**config.mk**
```make
export PLATFORM = sky130hd
export DESIGN_NAME = universal_shift_register_burst
export DESIGN_NICKNAME = d
export VERILOG_FILES = /design/src/rtl/universal_shift_register_burst.sv
export SDC_FILE = /design/constraint.sdc
export NUM_CORES = 1
export LEC_CHECK = 0
export CORE_MARGIN = 5
export CORE_UTILIZATION = 42
export CTS_CLUSTER_DIAMETER = 150
export DETAILED_ROUTE_END_ITERATION = 6
export DONT_BUFFER_PORTS = 1
export GPL_TIMING_DRIVEN = 0
export PLACE_DENSITY_LB_ADDON = 0.2
export SLEW_MARGIN = 20
export SYNTH_ARGS = -nofsm -noshare
export SYNTH_HDL_FRONTEND = slang
export SYNTH_SLANG_ARGS = --single-unit
```
**constraint.sdc**
```tcl
create_clock -name CLK -period 2.11 [get_ports CLK]
set_clock_uncertainty 0.1 [all_clocks]
set_input_delay 0.3165 -clock CLK [delete_from_list [all_inputs] [get_ports CLK]]
set_output_delay 0.3165 -clock CLK [all_outputs]
set_load 0.01 [all_outputs]
```
**src/rtl/universal_shift_register_burst.sv**
```systemverilog
// Universal N-bit shift register with hold/load/shift/rotate/arithmetic modes
// and a burst sequencer that shifts CNT positions, one per cycle, with a
// BUSY/DONE handshake. Outputs are taken directly from registered state.
module universal_shift_register_burst #(
  parameter int N  = 8,
  parameter int CW = $clog2(N + 1)
) (
  input  logic          CLK,
  input  logic          RST,
  input  logic          EN,
  input  logic [2:0]    MODE,
  input  logic [N-1:0]  DATA_IN,
  input  logic          Ileft,
  input  logic          Iright,
  input  logic          START,
  input  logic [CW-1:0] CNT,
  input  logic          DIR,
  output logic [N-1:0]  OUT,
  output logic          SO_LEFT,
  output logic          SO_RIGHT,
  output logic          BUSY,
  output logic          DONE
);

  typedef enum logic [1:0] {
    S_IDLE  = 2'd0,
    S_SHIFT = 2'd1,
    S_FIN   = 2'd2
  } state_t;

  typedef enum logic [2:0] {
    M_HOLD  = 3'b000,
    M_LOAD  = 3'b001,
    M_SHL   = 3'b010,
    M_SHR   = 3'b011,
    M_ROL   = 3'b100,
    M_ROR   = 3'b101,
    M_ASR   = 3'b110,
    M_RSVD  = 3'b111
  } mode_t;

  localparam logic [CW-1:0] NMAX = CW'(N);
  localparam logic [CW-1:0] ONE  = CW'(1);

  state_t        r_state;
  logic [N-1:0]  r_out;
  logic [CW-1:0] r_cnt;
  logic          r_dir;
  logic          r_busy;
  logic          r_done;

  mode_t         w_mode;
  logic [N-1:0]  w_mode_out;
  logic [N-1:0]  w_burst_out;
  logic [CW-1:0] w_k;

  assign w_mode = mode_t'(MODE);

  // Saturate the requested burst length at the register width.
  assign w_k = (CNT > NMAX) ? NMAX : CNT;

  // Next register value for a single-cycle IDLE operation.
  always_comb begin
    w_mode_out = r_out;
    case (w_mode)
      M_HOLD: w_mode_out = r_out;
      M_LOAD: w_mode_out = DATA_IN;
      M_SHL:  w_mode_out = {r_out[N-2:0], Iright};
      M_SHR:  w_mode_out = {Ileft, r_out[N-1:1]};
      M_ROL:  w_mode_out = {r_out[N-2:0], r_out[N-1]};
      M_ROR:  w_mode_out = {r_out[0], r_out[N-1:1]};
      M_ASR:  w_mode_out = {r_out[N-1], r_out[N-1:1]};
      M_RSVD: w_mode_out = r_out;
      default: w_mode_out = r_out;
    endcase
  end

  // Next register value for one burst step in the latched direction.
  always_comb begin
    w_burst_out = r_out;
    if (r_dir) begin
      w_burst_out = {Ileft, r_out[N-1:1]};
    end else begin
      w_burst_out = {r_out[N-2:0], Iright};
    end
  end

  // Register, burst counter and sequencer; BUSY/DONE registered with the state.
  always_ff @(posedge CLK) begin
    if (RST) begin
      r_out   <= '0;
      r_state <= S_IDLE;
      r_cnt   <= '0;
      r_dir   <= 1'b0;
      r_busy  <= 1'b0;
      r_done  <= 1'b0;
    end else if (EN) begin
      case (r_state)
        S_IDLE: begin
          if (START) begin
            r_dir <= DIR;
            if (w_k == '0) begin
              r_state <= S_FIN;
              r_done  <= 1'b1;
            end else begin
              r_cnt   <= w_k;
              r_state <= S_SHIFT;
              r_busy  <= 1'b1;
            end
          end else begin
            r_out <= w_mode_out;
          end
        end
        S_SHIFT: begin
          r_out <= w_burst_out;
          r_cnt <= r_cnt - ONE;
          if (r_cnt == ONE) begin
            r_state <= S_FIN;
            r_busy  <= 1'b0;
            r_done  <= 1'b1;
          end
        end
        S_FIN: begin
          r_state <= S_IDLE;
          r_done  <= 1'b0;
        end
        default: begin
          r_state <= S_IDLE;
          r_busy  <= 1'b0;
          r_done  <= 1'b0;
        end
      endcase
    end
  end

  assign OUT      = r_out;
  assign SO_LEFT  = r_out[N-1];
  assign SO_RIGHT = r_out[0];
  assign BUSY     = r_busy;
  assign DONE     = r_done;

endmodule

```
After elaboration in Yosys (flattened, before gate mapping) --
Cells that the tools add are included.
Operators by class: add/subtract/negate cells 1, multipliers 0, div/mod/pow operators 0, $lt $le $gt $ge 1, eq/ne operators 17, shift operators 0, muxes and demuxes 20, bitwise operators 1, reduce and logical (&&, ||, !) cells 12
Operators by type and width (number):
- $pmux 8 s6 | 1
- $mux 8 | 2
- $pmux 8 s2 | 1
- $ne 2x2->1 const B | 7
- $eq 3x3->1 const B | 4
- $mux 4 | 3
- $reduce_and 4->1 | 3
- $reduce_and 5->1 | 2
- $pmux 4 s2 | 1
- $eq 3x2->1 const B | 2
- $mux 1 | 6
- $mux 2 | 3
- $reduce_and 3->1 | 2
- $eq 4x1->1 const B | 1
- $gt 4x4->1 const B | 1
- $logic_not 4->1 | 1
- $pmux 2 s2 | 1
- $sub 4x1->4 const B | 1
- $eq 3x1->1 const B | 1
- $logic_not 3->1 | 1
- $pmux 1 s3 | 1
- $eq 2x1->1 const B | 1
- $eq 2x2->1 const B | 1
- $logic_not 2->1 | 1
- other kinds (4) | 4
Word-level totals: register bits 17, latch bits 0, bits in writable memories 0, ROM bits 0, input port bits 22, output and inout port bits 12, logic and storage cells 59, memories 0

Logic depth before layout (Yosys ltp) --
Gate-level depths: netlist of the first run.
depth in word-level cells 6, depth in mapped cells 7, mapped depth without buffers 6

Least setup slack after synthesis of the first run --
Ideal clock, no wire load.
kind reg-to-reg, from reg r_state[0], to reg r_out[0], in the netlist OUT[0], library setup time 0.079 ns, arrival time 1.443 ns, data required time 1.931 ns, setup slack 0.487 ns, stages on the path, launching flop included 7, buffers on the path 2, clock period less this slack 1.623 ns, cell sequence dfxtp_1 -> buf_6 -> nor4_1 -> a2111oi_4 -> buf_6 -> o21a_1 -> a211oi_2
On the way: longest elaborated chain between the ends 3, elaborated cells on any way between the ends 7, those cells by class eq/ne: 3; mux: 1; reduce/logical: 3
RTL lines:
- start: declaration | RTL line 45 | state_t r_state;
- start signal: assignment | RTL line 92 | r_state <= S_IDLE;
- start signal: assignment | RTL line 103 | r_state <= S_FIN;
- start signal: assignment | RTL line 107 | r_state <= S_SHIFT;
- $eq 2x1->1 or $logic_not 2->1 (tied branches) | RTL line 98 | case (r_state)
- $reduce_bool 2->1 (no line) or $ne 2x2->1 (tied branches)
- $reduce_and 4->1 (no line)
- end signal: assignment | RTL line 111 | r_out <= w_mode_out;
- end signal: assignment | RTL line 115 | r_out <= w_burst_out;
- end: declaration | RTL line 46 | logic [N-1:0] r_out;
Several ways; a longest one is shown, not always the timed one. A chain may end at the register's enable or synchronous reset.

Final worst setup path of the first run --
from reg r_state[1], to reg r_out[0], in the netlist OUT[0]
Same word-level chain as after synthesis.

==> run summary, run 1 <==
The run finished with clean final reports. The maximum resistive drop on vdd came out at about 0.00033 V. The maximum level of the CTS H-tree is 1. The number of I/O port buffers came out at 0. The critical path buffer and inverter count came out at 3. The final-report max-slew violation count came out at 0.

The top cell types in the final layout, fill and taps aside, are 17 x sky130_fd_sc_hd__dfxtp_1, 17 x sky130_fd_sc_hd__nor2_1, 16 x sky130_fd_sc_hd__mux2i_1. The count of max-cap constraint violations is 0. Entering global routing, the biggest net connects 11 pins. The HPWL after detailed placement is 2.592 mm. The signal on the critical path passes through clkbuf_1 -> nand2b_1 -> buf_2 -> clkbuf_1 -> o2111ai_1 -> a211oi_2.

The startpoint identified for the worst register-to-register timing path is r_state[1]. The effective utilization at floorplan came out at a little over two fifths. The count of synthesis-stage warnings from yosys came out at 0. The endpoint of the lowest-slack register-to-register path is OUT[0]. Of the cells placed in the final design, the portion with a size suffix greater than 1 is 11.88%. In this run, post-CTS repair resized a total of 0 instances. The tree is rooted in a sky130_fd_sc_hd__clkbuf_4. The total grt overflow is 0. The met1 track demand over resource in global routing is 19.12%.

Counting flops and latches in the post-synthesis netlist gives 17. The detailed-route vias per instance came out at 6.103. The largest buffer count on any clock path came out at 2. The antenna diode count is 0. STA classifies the critical path endpoint as a flip-flop. The path class of the lowest-slack min-delay path is input port to flip-flop. The total global-route track usage came out at 16.94%.

After detailed routing, the average wire length per cell comes to around 18 µm. Across all register-to-register paths, the minimum setup slack is roughly 0.18 ns. Among all stages on the critical path, the largest delay is contributed by sky130_fd_sc_hd__clkbuf_1.

In this run, synthesis inferred 0 flip-flops with an integrated enable. From synthesis to final layout, the design area changed by 6.174%. The largest incremental delay on the critical path is 0.43 ns. The global-route met3 utilization came out at 6.293%.

The largest fanout on the critical path is 10. The total die area came out at 0.004413 mm². Broken down by cell family, the worst path's largest delay share belongs to buffers and inverters. The overall die height came out at around 66 µm. The number of search-and-repair iterations in the first detailed-routing pass is 4. The residual DRC count came out at 0.

The aggregate routed wire length came out at 3.583 mm. The sum of negative setup slack came out at 0 ns. The library cell appearing most often on the critical path is sky130_fd_sc_hd__clkbuf_1. The static leakage power came out at 0.4783 nW. Setup repair after global routing left no endpoint under its margin. The async set-reset flop share out of synthesis came out at 0%. The headroom to the max-slew limit is 55.13%. The number of antenna violations at the first check in global routing was 0. The hold path startpoint is EN.

For this design the ratio of total power to cell area is 605.1 mW/mm². The number of buffers created by CTS is 3. The weighted congestion reported at the end of routability-driven placement came out at 0.8419. The worst hold path endpoint is DONE. TritonCTS built the clock tree. The cell area after synthesis came out at between 0.001 and 0.0015 mm². The critical path data required time is approximately 2.3 ns. The sequential-to-total area share from yosys stat is 25.44%. The minimum clock period is 1.932 ns. The count of nets after finishing is 185. The worst path arrival time is ~2.1 ns. The number of setup buffers added after CTS is 0. The overall power came out at 859.3 µW. Counting instances, the worst hold path has a depth of 1. The number of top-level design ports came out at 34. The worst register-to-register path has a depth of 6.

After clock tree synthesis, the clock-pin slew on the worst setup and hold paths is 0.12 ns. The first routing iteration left 86 violations. At the later pin of the worst-skew pair, clock insertion delay measures 0.31 ns.

The first-pass GRT wire length came out at 5.747 mm. The number of distinct library cells after synthesis is 45. The most crowded layer after global routing is met2. The final critical path takes up 91.57% of the cycle. In this run the remaining antenna-violating nets after routing total 0. For the pin with the worst max-slew slack, the measured transition is about 0.67 ns. Synthesis handed over a netlist of 156 instances. The most critical setup path has its startpoint at r_state[1]. The net count after synthesis came out at 180. The number of endpoints with negative hold slack in the final report came to 0. The most used flip-flop cell after synthesis is sky130_fd_sc_hd__dfxtp_1.

The clock net sink count came out at 17. The total number of vias came out at roughly 1.2k. Row generation in the floorplan step produced 20 rows. The placeable core area came out at 0.003053 mm². The worst setup path is launched from a flip-flop.

The die extent in x came out at ~66 µm. The synthesized area per cell is 8.574 µm². The number of buffers added to fix hold violations after cts came out at 0. The global-route track usage on met2 came out at 30.61%.

The highest achievable clock rate came out at 517.6 MHz. The critical path in this run is classified as flip-flop to flip-flop. Setup violations remaining at the end of the flow were counted as 0.

The number of global-route vias before repair is ~1.2k.
## sequential cells by signal, summed over array words and instances (netlist names)
signal / count
BUSY: 1
r_cnt: 4
r_state: 2
OUT: 8
r_dir: 1
DONE: 1
## worst max path at each step
stage,to,depth (start not counted)
final,OUT[0],6
after global routing,OUT[6],6
after CTS,OUT[0],6
after detailed placement,r_cnt[3],7
after global placement,OUT[0],6
after floorplan,OUT[0],6
## metal layers
layer / up-vias / wire length, µm
li1: 600 / -
met1: 607 / 1531
met2: 36 / 1768
met3: 2 / 268
met4: 0 / 15
met5: - / 0
## cell usage after synthesis, types with 3 or more instances
cell type / number / share of area (%)
sky130_fd_sc_hd__dfxtp_1: 17 / 25
sky130_fd_sc_hd__nor2_1: 17 / 4.8
sky130_fd_sc_hd__mux2i_1: 16 / 12
sky130_fd_sc_hd__o21a_1: 10 / 5.6
sky130_fd_sc_hd__a211oi_1: 8 / 4.5
sky130_fd_sc_hd__o211ai_1: 7 / 3.9
sky130_fd_sc_hd__a2bb2oi_1: 6 / 3.9
sky130_fd_sc_hd__nor3b_1: 6 / 3.4
sky130_fd_sc_hd__a21oi_1: 5 / 1.9
sky130_fd_sc_hd__buf_2: 5 / 1.9
sky130_fd_sc_hd__inv_1: 5 / 1.4
sky130_fd_sc_hd__o21ai_0: 5 / 1.9
sky130_fd_sc_hd__clkbuf_1: 4 / 1.1
sky130_fd_sc_hd__nand2b_1: 4 / 1.9
sky130_fd_sc_hd__nand2_1: 3 / 0.84
## power breakdown
group	switching, mW	internal (mW)	leakage [nW]
combinational	0.145	0.126	0.321
sequential	0.0482	0.350	0.140
clock	0.119	0.0708	0.0177
total	0.313	0.546	0.478
## worst register-to-register path, delay by kind of cell, from the launching register on
kind,cells,cell delay [ns]
AOI/OAI and AO/OA,2,0.43
DFF,1,0.32
and+or+nand+nor,1,0.15
buffers and inverters,3,0.88
## metrics by stage
step	worst slack [ns]	utilization, %	cell area [µm²]	hold slack (ns)	std cells
after floorplan	0.4872	-	1338	0.3323	156
after global placement	0.2243	45.61	1393	0.3400	200
after global routing	0.01020	46.52	1420	0.003236	204
after detailed placement	0.1810	45.61	1393	0.3388	200
final	0.1779	46.52	1420	0.01882	204
after CTS	0.1744	46.52	1420	0.01430	204
## cell families after synthesis
logic type,synth area share [%]
AOI/OAI and AO/OA,33.68
xor gates and xnor gates,1.310
adders and majority gates,1.871
buffers and inverters,7.482
DFF,25.44
muxes,12.82
and+or+nand+nor,17.40
## cell type report
type,count,area (µm²)
Buffer,14,81.33
Fill cell,315,1633
Multi-Input combinational cell,120,897.1
Clock buffer,3,22.52
Inverter,5,18.77
Clock inverter,1,5.005
Sequential cell,17,340.3
Tap cell,44,55.05
Note: power is estimated with default switching activity, not from simulation.
==> run 2: changes to the inputs <==
--- a/config.mk
+++ b/config.mk
@@ -12,6 +12,7 @@
 export DONT_BUFFER_PORTS = 1
 export GPL_TIMING_DRIVEN = 0
 export PLACE_DENSITY_LB_ADDON = 0.2
+export REMOVE_ABC_BUFFERS = 1
 export SLEW_MARGIN = 20
 export SYNTH_ARGS = -nofsm -noshare
 export SYNTH_HDL_FRONTEND = slang
==> run summary, run 2 (synthesis results as in run 1) <==
The pin count of the biggest net entering global routing is 27 (+16). The internal power consumption came out at 540.2 µW (-1.2%). The highest achievable clock rate came out at 551.3 MHz (+6.5%).

The worst setup path is of the flip-flop to flip-flop kind. The aggregate routed wire length came out at 3.229 mm (-9.9%). The number of search-and-repair iterations in the first detailed-routing pass is 4 (unchanged). The hold path startpoint is EN. The row count was 20 (unchanged). The first-pass GRT wire length came out at 5.506 mm (-4.2%).

The number of cells on the worst hold path came out at 1 (unchanged). The number of antenna violations at the first check in global routing is 0 (unchanged). The fraction of final layout cells with drive strength greater than 1 came out at 7.432% (-4.4 points). The die extent in x came to 66.43 µm (unchanged). The count of fill cells added during filler insertion came to 318 (+0.95%).

The total global-route track usage came out at 15.86% (-1.1 points). The number of I/O port buffers is 0 (unchanged). The residual DRC count is 0 (unchanged).

The effective utilization at floorplan is 43.81% (unchanged). The clock net sink count came out at 17 (unchanged). The number of design-rule violations left by the first detailed-router iteration is 35 (-59%).

The headroom to the max-slew limit is 48.22% (-6.9 points). The clock transition at the register clock pins on the worst setup and hold paths after CTS is 0.11 ns (about the same). The number of buffers created by CTS is 3 (unchanged). The worst register-to-register path ends at OUT[7].

The count of max-cap constraint violations is 0 (unchanged). The fraction of power spent switching nets is 34.68% (-1.7 points). The worst hold path endpoint is DONE. The sequential power share came to 49.5% (+3.2 points). The largest buffer count on any clock path came out at 2 (unchanged). TritonCTS built the clock tree. The weighted congestion reported at the end of routability-driven placement came out at 0.7910 (-6.0%). The number of cells traversed by the worst register-to-register path came out at 5 (-1). The worst-case register-to-register setup slack is 0.30 ns (+0.12 ns).

The number of flip-flops under the largest register name is 8 (unchanged). The path class of the lowest-slack min-delay path is input port to flip-flop. The detailed-route vias per instance is 6.141 (+0.62%). The placeable core area came out at 0.003053 mm² (unchanged).

The static leakage power is 0.4423 nW (-7.5%). The overall die height was 66.43 µm (unchanged). The part of the power in the clock network came out at 22.5% (+0.4 points). The number of top-level design ports is 34 (unchanged). The sequential cell area was 340.3 µm² (unchanged).

The reported net switching power was 286.8 µW (-8.3%). The maximum level of the CTS H-tree came out at 1 (unchanged). The maximum resistive drop on vdd was 0.0003013 V (-7.7%). The launching element type of the critical path is a flip-flop. The largest fanout on the critical path is 16 (+6). The total grt overflow came to 0 (unchanged). The number of global-route vias before repair was 1191 (+0.42%). The remaining number of nets flagged by the antenna check after routing came out at 0 (unchanged). Walking the worst path, the cells encountered are inv_1 -> a2111oi_4 -> buf_12 -> a21oi_2 -> a311oi_2. Setup repair after global routing left no endpoint under its margin.

The count of nets after finishing is 173 (-6.5%). The portion of total power attributed to combinational logic came out at 28.0% (-3.6 points). The total number of vias came to 1179 (-5.3%). The flow ran to the end, and the final reports show no timing, DRC or antenna violations.

The critical path data required time is 2.23 ns (-0.02 ns). The area used by multi-input combinational logic came out at 899.6 µm² (+0.28%). The library cells used most frequently in the layout, excluding fill and tap cells, are 17 x sky130_fd_sc_hd__dfxtp_1, 17 x sky130_fd_sc_hd__nor2_1, 16 x sky130_fd_sc_hd__mux2i_1. The total half-perimeter wirelength after legalization and detailed placement came out at 2.251 mm (-13%). The number of endpoints with negative hold slack in the final report is 0 (unchanged).

The worst path arrival time was 1.93 ns (-0.14 ns). The actual transition at the worst max-transition pin is 0.7741 ns (+0.1010 ns). The total die area is 0.004413 mm² (unchanged).

The final number of setup-violating endpoints came out at 0 (unchanged). The final-report max-slew violation count is 0 (unchanged). The type of element capturing the critical path is a flip-flop. The worst register-to-register path begins at r_state[0].

The power density of the placed cells is 603.6 mW/mm² (-0.24%). The antenna diode count came to 0 (unchanged). The final-layout worst hold slack is 0.02608 ns (+0.007264 ns).

The post-detailed-route wirelength per cell came out at 16.82 µm (-4.2%). The largest incremental delay on the critical path came out at 0.54 ns (+0.11 ns). The clock network latency to the later pin of the worst-skew pair is 0.30 ns (about the same). The minimum clock period is 1.814 ns (-0.1181 ns). The clock tree root buffer cell is sky130_fd_sc_hd__clkbuf_4.

The worst-path cell with the longest stage delay is sky130_fd_sc_hd__dfxtp_1. The period utilization is 85.97% (-5.6 points). The growth of design area from synthesis to finish is 2.432%. The share of the core filled with cells in the final layout came out at 44.88% (-1.6 points).
run 2: cell count changes in the layout (fill, tap and decap cells not counted), moves of 2 or more:
cell and change:
sky130_fd_sc_hd__buf_2 -5, sky130_fd_sc_hd__clkbuf_1 -3, sky130_fd_sc_hd__buf_4 -2, sky130_fd_sc_hd__buf_6 -2
run 2: stage by stage:
stage / power, mW / TNS, ns / worst slack, ns / std cells / instance area [µm²]
6_report: 0.8270 / 0 / 0.2960 / 192 / 1370
5_1_grt: 0.8792 / 0 / 0.1636 / 192 / 1370
4_1_cts: 0.8333 / 0 / 0.2887 / 192 / 1370
3_5_place_dp: 0.6336 / -0.01758 / -0.01640 / 186 / 1311
3_3_place_gp: 0.6226 / 0 / 0.04576 / 186 / 1311
2_1_floorplan: 0.5862 / 0 / 0.3268 / 142 / 1256
run 2: worst max-delay path by stage:
stage,startpoint,end
after floorplan,r_state[0],OUT[7]
after global placement,r_state[0],OUT[7]
after detailed placement,r_state[1],r_state[1]
after CTS,r_state[0],OUT[7]
after global routing,r_state[0],OUT[3]
final,r_state[0],OUT[7]
run 2: final cells by class:
cell class,count,area share (%)
inverter,5,1.370
clock buffer,4,1.918
tap,44,4.018
timing repair buffer,2,2.192
multi-input combinational,120,65.66
sequential,17,24.84
run 2: power by group through the flow:
stage | clock [mW] | sequential (mW) | combinational (mW)
after global placement | 0 | 0.416 | 0.207
after CTS | 0.191 | 0.411 | 0.231
after floorplan | 0 | 0.402 | 0.184
final | 0.186 | 0.410 | 0.232
after global routing | 0.204 | 0.416 | 0.258
after detailed placement | 0 | 0.418 | 0.216
run 2: routing by layer:
layer	wire length [µm]	global-route usage (%)
met5	0	0
met2	1568	28.62
met4	19	3.553
met3	254	6.803
met1	1387	16.89
run 2: worst max-delay path: cells and delay by family, from the launching register on:
family / cells / cell delay [ns]
AO/OA/AOI/OAI: 3 / 0.72
flip-flops: 1 / 0.54
buffers and inverters: 2 / 0.38
run 2: repair_timing:
action,in CTS,in global routing
endpoints found under the hold margin,17,0
resized for setup,1,0
buffers inserted,1,0
hold buffers,1,0
endpoints found under the setup margin,2,0
